## src/rtl/csr_commit_ctrl.sv

```systemverilog
// csr_commit_ctrl: commit-side sequencer that drains the single-entry CSR
// address buffer. It runs a read-modify-write on the CSR file when a CSR op
// reaches the commit head, returns the old value for rd, and pulses
// csr_commit_o to release the buffer.
//
// Ports:
//   clk_i, rst_i          clock, synchronous active-high reset
//   flush_i               pipeline flush (honoured before the write phase only)
//   commit_valid_i/op/wdata/csr_addr_i   CSR instruction at commit head
//   commit_ack_o, csr_commit_o           one-cycle retire / buffer release
//   wb_valid_o, wb_data_o                old CSR value for rd
//   exception_o, exception_cause_o       01 illegal, 10 timeout
//   csr_req_o/we/addr/wdata, csr_gnt_i   request channel to the CSR file
//   csr_rvalid_i/rdata/ex_i              response channel from the CSR file
module csr_commit_ctrl #(
  parameter int unsigned TIMEOUT_CYCLES = 16
) (
  input  logic        clk_i,
  input  logic        rst_i,
  input  logic        flush_i,
  input  logic        commit_valid_i,
  input  logic [1:0]  commit_op_i,
  input  logic [63:0] commit_wdata_i,
  input  logic [11:0] csr_addr_i,
  output logic        commit_ack_o,
  output logic        csr_commit_o,
  output logic        wb_valid_o,
  output logic [63:0] wb_data_o,
  output logic        exception_o,
  output logic [1:0]  exception_cause_o,
  output logic        csr_req_o,
  output logic        csr_we_o,
  output logic [11:0] csr_addr_o,
  output logic [63:0] csr_wdata_o,
  input  logic        csr_gnt_i,
  input  logic        csr_rvalid_i,
  input  logic [63:0] csr_rdata_i,
  input  logic        csr_ex_i
);

  localparam int unsigned XLEN    = 64;
  localparam int unsigned ADDR_W  = 12;
  localparam int unsigned TIMER_W = $clog2(TIMEOUT_CYCLES);

  localparam logic [TIMER_W-1:0] TIMER_LAST = TIMER_W'(TIMEOUT_CYCLES - 1);

  localparam logic [1:0] OP_RW = 2'b00;
  localparam logic [1:0] OP_RS = 2'b01;
  localparam logic [1:0] OP_RC = 2'b10;
  localparam logic [1:0] OP_RO = 2'b11;

  localparam logic [1:0] CAUSE_NONE    = 2'b00;
  localparam logic [1:0] CAUSE_ILLEGAL = 2'b01;
  localparam logic [1:0] CAUSE_TIMEOUT = 2'b10;

  typedef enum logic [2:0] {
    IDLE  = 3'd0,
    RD    = 3'd1,
    RWAIT = 3'd2,
    WR    = 3'd3,
    WACK  = 3'd4,
    DONE  = 3'd5
  } state_e;

  // Sequencer state and per-instruction context
  state_e              state_q,  state_d;
  logic [TIMER_W-1:0]  timer_q,  timer_d;
  logic [ADDR_W-1:0]   addr_q,   addr_d;
  logic [1:0]          op_q,     op_d;
  logic [XLEN-1:0]     operand_q, operand_d;
  logic [XLEN-1:0]     old_q,    old_d;
  logic [XLEN-1:0]     wr_val_q, wr_val_d;
  logic [1:0]          cause_q,  cause_d;

  // Registered outputs
  logic                commit_ack_q,   commit_ack_d;
  logic                csr_commit_q,   csr_commit_d;
  logic                wb_valid_q,     wb_valid_d;
  logic [XLEN-1:0]     wb_data_q,      wb_data_d;
  logic                exception_q,    exception_d;
  logic [1:0]          exc_cause_q,    exc_cause_d;
  logic                csr_req_q,      csr_req_d;
  logic                csr_we_q,       csr_we_d;
  logic [ADDR_W-1:0]   csr_addr_q,     csr_addr_d;
  logic [XLEN-1:0]     csr_wdata_q,    csr_wdata_d;

  // New CSR value from the old value and the instruction operand
  function automatic logic [XLEN-1:0] rmw_value(input logic [1:0]      op,
                                                input logic [XLEN-1:0] old_val,
                                                input logic [XLEN-1:0] operand);
    logic [XLEN-1:0] res;
    case (op)
      OP_RS:   res = old_val | operand;
      OP_RC:   res = old_val & ~operand;
      default: res = operand;
    endcase
    return res;
  endfunction

  // Next-state and next-output logic
  always_comb begin
    state_d   = state_q;
    timer_d   = timer_q;
    addr_d    = addr_q;
    op_d      = op_q;
    operand_d = operand_q;
    old_d     = old_q;
    wr_val_d  = wr_val_q;
    cause_d   = cause_q;

    case (state_q)
      IDLE: begin
        if (commit_valid_i && !flush_i) begin
          addr_d    = csr_addr_i;
          op_d      = commit_op_i;
          operand_d = commit_wdata_i;
          cause_d   = CAUSE_NONE;
          state_d   = RD;
        end
      end

      RD: begin
        if (flush_i) begin
          state_d = IDLE;
        end else if (csr_gnt_i) begin
          timer_d = '0;
          state_d = RWAIT;
        end
      end

      // Response wins over timeout when both land on the last timer cycle
      RWAIT: begin
        if (flush_i) begin
          state_d = IDLE;
        end else if (csr_rvalid_i) begin
          old_d = csr_rdata_i;
          if (csr_ex_i) begin
            cause_d = CAUSE_ILLEGAL;
            state_d = DONE;
          end else if (op_q == OP_RO) begin
            state_d = DONE;
          end else begin
            wr_val_d = rmw_value(op_q, csr_rdata_i, operand_q);
            state_d  = WR;
          end
        end else if (timer_q == TIMER_LAST) begin
          cause_d = CAUSE_TIMEOUT;
          state_d = DONE;
        end else begin
          timer_d = timer_q + TIMER_W'(1);
        end
      end

      // Write phase is past the commit point: flush no longer applies
      WR: begin
        if (csr_gnt_i) begin
          timer_d = '0;
          state_d = WACK;
        end
      end

      WACK: begin
        if (csr_rvalid_i) begin
          if (csr_ex_i) begin
            cause_d = CAUSE_ILLEGAL;
          end
          state_d = DONE;
        end else if (timer_q == TIMER_LAST) begin
          cause_d = CAUSE_TIMEOUT;
          state_d = DONE;
        end else begin
          timer_d = timer_q + TIMER_W'(1);
        end
      end

      DONE: begin
        state_d = IDLE;
      end

      default: begin
        state_d = IDLE;
      end
    endcase

    // Outputs are decoded from the next state so they line up with it
    csr_req_d    = (state_d == RD) || (state_d == WR);
    csr_we_d     = (state_d == WR);
    csr_addr_d   = csr_req_d ? addr_d : '0;
    csr_wdata_d  = (state_d == WR) ? wr_val_d : '0;

    csr_commit_d = (state_d == DONE);
    commit_ack_d = (state_d == DONE);
    exception_d  = (state_d == DONE) && (cause_d != CAUSE_NONE);
    exc_cause_d  = (state_d == DONE) ? cause_d : CAUSE_NONE;
    wb_valid_d   = (state_d == DONE) && (cause_d == CAUSE_NONE);
    wb_data_d    = wb_valid_d ? old_d : '0;
  end

  // State and output registers
  always_ff @(posedge clk_i) begin
    if (rst_i) begin
      state_q      <= IDLE;
      timer_q      <= '0;
      addr_q       <= '0;
      op_q         <= '0;
      operand_q    <= '0;
      old_q        <= '0;
      wr_val_q     <= '0;
      cause_q      <= CAUSE_NONE;
      commit_ack_q <= 1'b0;
      csr_commit_q <= 1'b0;
      wb_valid_q   <= 1'b0;
      wb_data_q    <= '0;
      exception_q  <= 1'b0;
      exc_cause_q  <= CAUSE_NONE;
      csr_req_q    <= 1'b0;
      csr_we_q     <= 1'b0;
      csr_addr_q   <= '0;
      csr_wdata_q  <= '0;
    end else begin
      state_q      <= state_d;
      timer_q      <= timer_d;
      addr_q       <= addr_d;
      op_q         <= op_d;
      operand_q    <= operand_d;
      old_q        <= old_d;
      wr_val_q     <= wr_val_d;
      cause_q      <= cause_d;
      commit_ack_q <= commit_ack_d;
      csr_commit_q <= csr_commit_d;
      wb_valid_q   <= wb_valid_d;
      wb_data_q    <= wb_data_d;
      exception_q  <= exception_d;
      exc_cause_q  <= exc_cause_d;
      csr_req_q    <= csr_req_d;
      csr_we_q     <= csr_we_d;
      csr_addr_q   <= csr_addr_d;
      csr_wdata_q  <= csr_wdata_d;
    end
  end

  assign commit_ack_o      = commit_ack_q;
  assign csr_commit_o      = csr_commit_q;
  assign wb_valid_o        = wb_valid_q;
  assign wb_data_o         = wb_data_q;
  assign exception_o       = exception_q;
  assign exception_cause_o = exc_cause_q;
  assign csr_req_o         = csr_req_q;
  assign csr_we_o          = csr_we_q;
  assign csr_addr_o        = csr_addr_q;
  assign csr_wdata_o       = csr_wdata_q;

endmodule

```

## config.mk

```make
export PLATFORM = sky130hd
export DESIGN_NAME = csr_commit_ctrl
export DESIGN_NICKNAME = d
export VERILOG_FILES = /design/src/rtl/csr_commit_ctrl.sv
export SDC_FILE = /design/constraint.sdc
export NUM_CORES = 1
export LEC_CHECK = 0
export BUFFER_PORTS_ARGS = -buffer_cell sky130_fd_sc_hd__buf_2
export CORE_AREA = 2 2 207 209
export DETAILED_ROUTE_END_ITERATION = 12
export DIE_AREA = 0 0 209 211
export PLACE_DENSITY = 0.59
export SYNTH_ARGS = -nofsm -noshare
export SYNTH_HDL_FRONTEND = slang
export SYNTH_SLANG_ARGS = --single-unit
```

## constraint.sdc

```tcl
create_clock -name clk_i -period 2.04 [get_ports clk_i]
set_input_delay 0.306 -clock clk_i [delete_from_list [all_inputs] [get_ports clk_i]]
set_output_delay 0.306 -clock clk_i [all_outputs]
set_load 0.005 [all_outputs]
```

After elaboration in Yosys (flattened, before gate mapping)

Cells that the tools add are included.
W data, S select, Z words.

Flip-flop bits (word level): 362
Bits of input ports: 149
Word-level logic and storage cells: 87
Output and inout port bits: 148

Bitwise gates (word level): 7
Reduce and logical (&&, ||, !) cells: 15
Add/subtract/negate cells: 1
Equal/unequal tests: 13
Multiplexer cells: 34

Operators with widths:

| kind                  | count |
|---|---|
| $mux W64              | 8 |
| $pmux W64 S2          | 1 |
| $and A64 B64 Y64      | 1 |
| $not A64 Y64          | 1 |
| $or A64 B64 Y64       | 1 |
| $mux W3               | 10 |
| $mux W12              | 2 |
| $mux W4               | 5 |
| $pmux W4 S4           | 1 |
| $pmux W3 S5           | 1 |
| $mux W2               | 5 |
| $eq A3 B2 Y1 const B  | 3 |
| $reduce_or A2 Y1      | 4 |
| $eq A3 B1 Y1 const B  | 2 |
| $eq A3 B3 Y1 const B  | 2 |
| $pmux W2 S3           | 1 |
| $add A4 B1 Y4 const B | 1 |
| $eq A2 B2 Y1 const B  | 2 |
| $eq A4 B4 Y1 const B  | 1 |
| $ne A2 B2 Y1 const B  | 2 |
| $not A1 Y1            | 4 |
| $reduce_bool A4 Y1    | 1 |
| $logic_and A1 B1 Y1   | 3 |
| $logic_not A3 Y1      | 1 |
| 7 further kinds       | 7 |

Longest topological paths before layout

Word-level depth: 10
Gate-level depth with buffers: 8
Gate-level depth less buffers: 7

Worst setup path before layout

No wires, ideal clock.

Path type: reg-to-reg
From: register op_q[0]
To: register csr_wdata_q[27], in the netlist csr_wdata_o[27]
Clock period less this slack: 2023 ps
Cell stages (with the launch flop): 8
Path buffers: 1
Data arrival time: 1885 ps
Slack: 17 ps
Library setup time: 138 ps
Path through: dfxtp_1 inv_1 ha_1 nor2_1 clkbuf_1 a211oi_2 a21oi_1 nor3_2

Cells in the longest elaborated chain, start to end: 9
Elaborated cells between the ends (all ways): 17
Those cells by class: eq/ne (4); mux (11); bitwise (1); reduce/logical (1)

RTL lines:

| what                       | line | RTL |
|---|---|---|
| start, declared            | 69   | `logic [1:0] op_q, op_d;` |
| start signal, assigned     | 224  | `op_q <= op_d;` |
| $eq A2 B2 Y1               | 140  | `end else if (op_q == OP_RO) begin` |
| $mux W3                    | 140  |  |
| $mux W3                    | 137  | `if (csr_ex_i) begin` |
| $mux W3                    | 135  | `end else if (csr_rvalid_i) begin` |
| $mux W3                    | 133  | `if (flush_i) begin` |
| $pmux W3 S5                | 111  | `case (state_q)` |
| $eq A3 B2 Y1               | 189  | `csr_wdata_d = (state_d == WR) ? wr_val_d : '0;` |
| $not A1 Y1 (no line)       | -    |  |
| $reduce_or A2 Y1 (no line) | -    |  |
| end signal, assigned       | 238  | `csr_wdata_q <= csr_wdata_d;` |
| end, declared              | 85   | `logic [XLEN-1:0] csr_wdata_q, csr_wdata_d;` |

Several ways; a longest one is shown, not always the timed one.
A chain may end at the register's enable or synchronous reset.

Final worst setup path

From: register op_q[1]
To: register csr_wdata_q[62], in the netlist csr_wdata_o[62]

The elaborated chain is that of the path after synthesis.

==> flow_results.org <==
** Outcome
- The run finished, with violations left.
- Violated checks :: negative setup slack

** Run
- Across the run, the number of max-cap violations was 0.

** Placement
- Number of I/O port buffers :: 296
- After legalization and detailed placement, the total HPWL measured 26,800 microns.
- Routability-driven placement finished with a final weighted congestion of around 0.81.
- Number of placed cells counting well taps :: 2,169

** Setup path
- By startpoint and endpoint, the worst setup path is classified as register to register.
- Nature of the critical path endpoint :: register
- Data required time at the worst endpoint :: 2520 ps
- The worst setup path is launched from a register.
- Crit-path leading delay family :: simple AND/OR/NAND/NOR gates
- Cell breakdown of the critical path :: ha_4 -> nand2b_4 -> or4_4 -> buf_12 -> buf_12 -> a211oi_1 -> a21oi_1 -> nor3_1
- Of all nets on the critical path, the largest fanout is 7.
- On the critical path, the stage with the largest delay is an instance of or4_4.
- Data arrival time of the critical path :: 2620 ps
- The worst register-to-register path begins at op_q[1]$_SDFFE_PP0P_.
- Most numerous cell on the critical path :: buf_12
- Buffers & Inverters on Critical Path :: 2
- Startpoint of the most critical setup path :: op_q[1]$_SDFFE_PP0P_
- In this design, the stage delay of the slowest critical-path cell is 530 ps.

** Clocking
- Max Buffers Root-to-Sink :: 3
- Clock latency on the worst-skew pair, taken at its later pin, is roughly 560 ps.
- TritonCTS built the clock tree.
- After clock tree synthesis, the clock-pin slew on the worst setup and hold paths is roughly 60 ps.
- Clock root buffer master :: clkbuf_16
- In this run the number of H-tree levels came out at 2.
- Number of clock buffers inserted by TritonCTS :: 41
- Counting every sink on the clock net gives roughly 360.

** Logic synthesis
- Number of warnings reported in the yosys synthesis log :: 0
- Distinct cell type count after synthesis :: 47
- In the post-synthesis netlist, the biggest area contributors are dfxtp_1, a21oi_1, mux2i_1, a211oi_2, nor2_1.
- Top flip-flop cell by instance count after synthesis :: dfxtp_1
- FF+latch count, synth :: 362
- Cell area after synthesis :: 0.0133 sq mm
- Share of Yosys cell area claimed by the top area cell type :: a little over half
- Count of flip-flops with a built-in enable after synthesis :: 0
- Nets in the synthesized netlist :: around 1,500
- Cell type with the highest aggregate area in the netlist :: dfxtp_1
- Fraction of the yosys area taken by sequential cells :: 54.5%
- A synthesized cell averages 9.62 sq um.
- Counting every instance in the synthesized netlist gives 1,382.
- Post-synthesis async set-or-reset flop share :: 0%

** Hold path
- The tightest min-delay check is of the input port to register type.
- The startpoint identified for the worst hold timing path is csr_rdata_i[0].

** Die
- In this run the horizontal extent of the chip is 209 microns.
- In this run the core area contains 75 standard-cell rows.
- Once the floorplan was initialized, standard cells occupied a little under a third of the core.
- The die is 211 microns tall.
- The die covers 0.0441 sq mm.
- Core area :: 0.0418 sq mm
- Count of pins on the block boundary :: 297

** Route
- Post-DR vias/cell :: just under 5
- Total via count in the routed design :: 11,773
- Final wirelength :: 47,000 microns
- After detailed routing, the number of remaining DRC violations is 0.
- Post-detailed-route count of antenna-violating nets :: 0
- In the final routed layout, each cell accounts on average for 19.8 microns.
- Iteration-0 DRC count of the detailed router :: 758
- For this run, the detailed router's first-pass iteration total came to 5.

** Global route
- Initial antenna violation count :: 2
- Summed over all layers, the global routing overflow is 0.
- First-pass GRT wire length :: 65,000 microns
- Largest net degree at the start of global routing :: 111
- GR Util All Layers :: 18.7%
- Vias in the first global route :: 11,668

** STA
- Hold timing on the final database bottoms out at a slack of 53.6 ps.
- Worst slew pin tran :: 634 ps
- Max Clock Skew :: 22.2 ps
- The number of max-slew violations in the final report came to 0.
- Slew Limit Headroom :: around 58%
- Achievable clock frequency :: roughly 470 MHz
- Setup-violating endpoint count in the final report :: 32
- Dividing the final minimum period by the clock period gives 105%.
- Post-layout min period :: 2140 ps
- Setup repair after global routing could not meet its margin everywhere.
- Final worst setup slack :: -96.0 ps
- The final hold violation count is 0.

** Final layout
- Relative to the synthesized area, the layout overhead comes to 48.8%.
- Area occupied by multi-input gates :: 0.00653 sq mm
- Leaving out fill and tap cells, the most frequent cells in the layout are dfxtp_1, buf_2, a21oi_1.
- Final non-filler cell total :: ~2,400
- At the end of the flow, the number of nets in the layout was 1,952.
- Across the whole layout, storage elements account for 0.00726 sq mm.
- Leaving out fill and tap cells, the most frequent cell in the layout is dfxtp_1.
- The layout has 3,869 filler cells.
- In the final layout, the share of cells above drive strength 1 is 38.8%.

** Power and ir drop
- IR drop worst, VDD :: 0.543 mV
- In this run the static leakage power is 8.01 nW.
- Power spread over the standard cell area amounts to 805 mW/mm^2.
## metrics by stage
step | setup TNS, ps | area (sq um) | total power (W) | worst slack [ps] | util [%]
floorplan | 0 | 13300 | 0.00783 | 16.8 | -
global placement | -1010 | 15900 | 0.00829 | -241 | 38.0
detailed placement | -2360 | 15900 | 0.00830 | -219 | 38.0
CTS | -157 | 18300 | 0.0161 | -41.9 | 43.9
global route | -8570 | 19800 | 0.0165 | -190 | 47.4
finish | -685 | 19800 | 0.0159 | -96.0 | 47.4
## metal layers
| metal | global-route usage, % | up-vias | part of all wire (%) |
|---|---|---|---|
| li1 | - | 5584 | - |
| met1 | 23.2 | 5723 | 42 |
| met2 | 31.8 | 387 | 48 |
| met3 | 4.42 | 79 | 6.8 |
| met4 | 6.72 | 0 | 2.5 |
| met5 | 0 | - | 0 |
## layout make-up
class / count / area share, %
Antenna cell: 2 / 0.0253
Tap cell: 539 / 3.41
Clock inverter: 13 / 1.01
Inverter: 9 / 0.171
Clock buffer: 61 / 6.07
Timing Repair Buffer: 491 / 19.6
Multi-Input combinational cell: 894 / 33.0
Sequential cell: 362 / 36.7
## kinds of logic after synthesis
family                     count (synthesis)  synth area share [%]
xor gates and xnor gates                   2                 0.132
and+or+nand+nor                          526                  20.5
buffers and inverters                    129                  4.39
DFF                                      362                  54.5
AOI/OAI and AO/OA                        282                  14.3
muxes                                     77                  5.80
adders and majority gates                  4                 0.377
## sequential cells by signal (all words and copies together) (netlist names)
register	count
csr_wdata_o	64
wb_valid_o	1
csr_commit_o	1
csr_req_o	1
op_q	2
wb_data_o	64
wr_val_q	64
operand_q	64
cause_q	2
addr_q	12
old_q	64
state_q	3
exception_cause_o	2
timer_q	4
csr_we_o	1
exception_o	1
csr_addr_o	12
## worst min-delay path, stage by stage
cell and delay [ps]:
buf_2 90, mux2i_1 80, nor2_1 100
## cell usage after synthesis (2+ instances only)
library cell and n:
a211oi_1 9, a211oi_2 55, a21oi_1 198, a221o_1 2, buf_1 3, buf_2 31
buf_4 2, buf_6 7, clkbuf_1 77, dfxtp_1 362, ha_1 4, inv_1 8
mux2i_1 77, nand2_1 137, nand2b_1 68, nand3_1 3, nor2_1 168, nor2b_1 7
nor3_1 27, nor3_2 40, nor3b_1 2, nor4_1 58, nor4_2 6, nor4b_2 2
o21a_1 2, o21ai_0 5, xor2_1 2
## power by group
| group | switching [W] | total (W) | internal [W] |
|---|---|---|---|
| registers | 0.0000511 | 0.00721 | 0.00715 |
| clock network | 0.00298 | 0.00758 | 0.00460 |
| logic | 0.000651 | 0.00114 | 0.000485 |
| total | 0.00369 | 0.0159 | 0.0122 |
## path summary, 6_finish.rpt
kind                                     end  slack, ps  cells past startpoint
setup / recovery  csr_wdata_o[62]$_SDFF_PP0_       -100                      8
hold / removal           old_q[0]$_SDFF_PP0_         50                      3
setup reg to reg  csr_wdata_o[62]$_SDFF_PP0_       -100                      8
hold reg to reg   operand_q[44]$_SDFFE_PP0P_        460                      2
## what timing repair did
| item | CTS | global route |
|---|---|---|
| buffers inserted | 4 | 12 |
| pin swaps | 12 | 20 |
| endpoints found under the setup margin | 77 | 161 |
| hold endpoints to repair | 94 | 0 |
| gates cloned | 4 | 21 |
| gates resized for setup | 23 | 161 |
| hold buffers | 85 | 0 |
No activity file was read; power rests on OpenSTA's default activity.
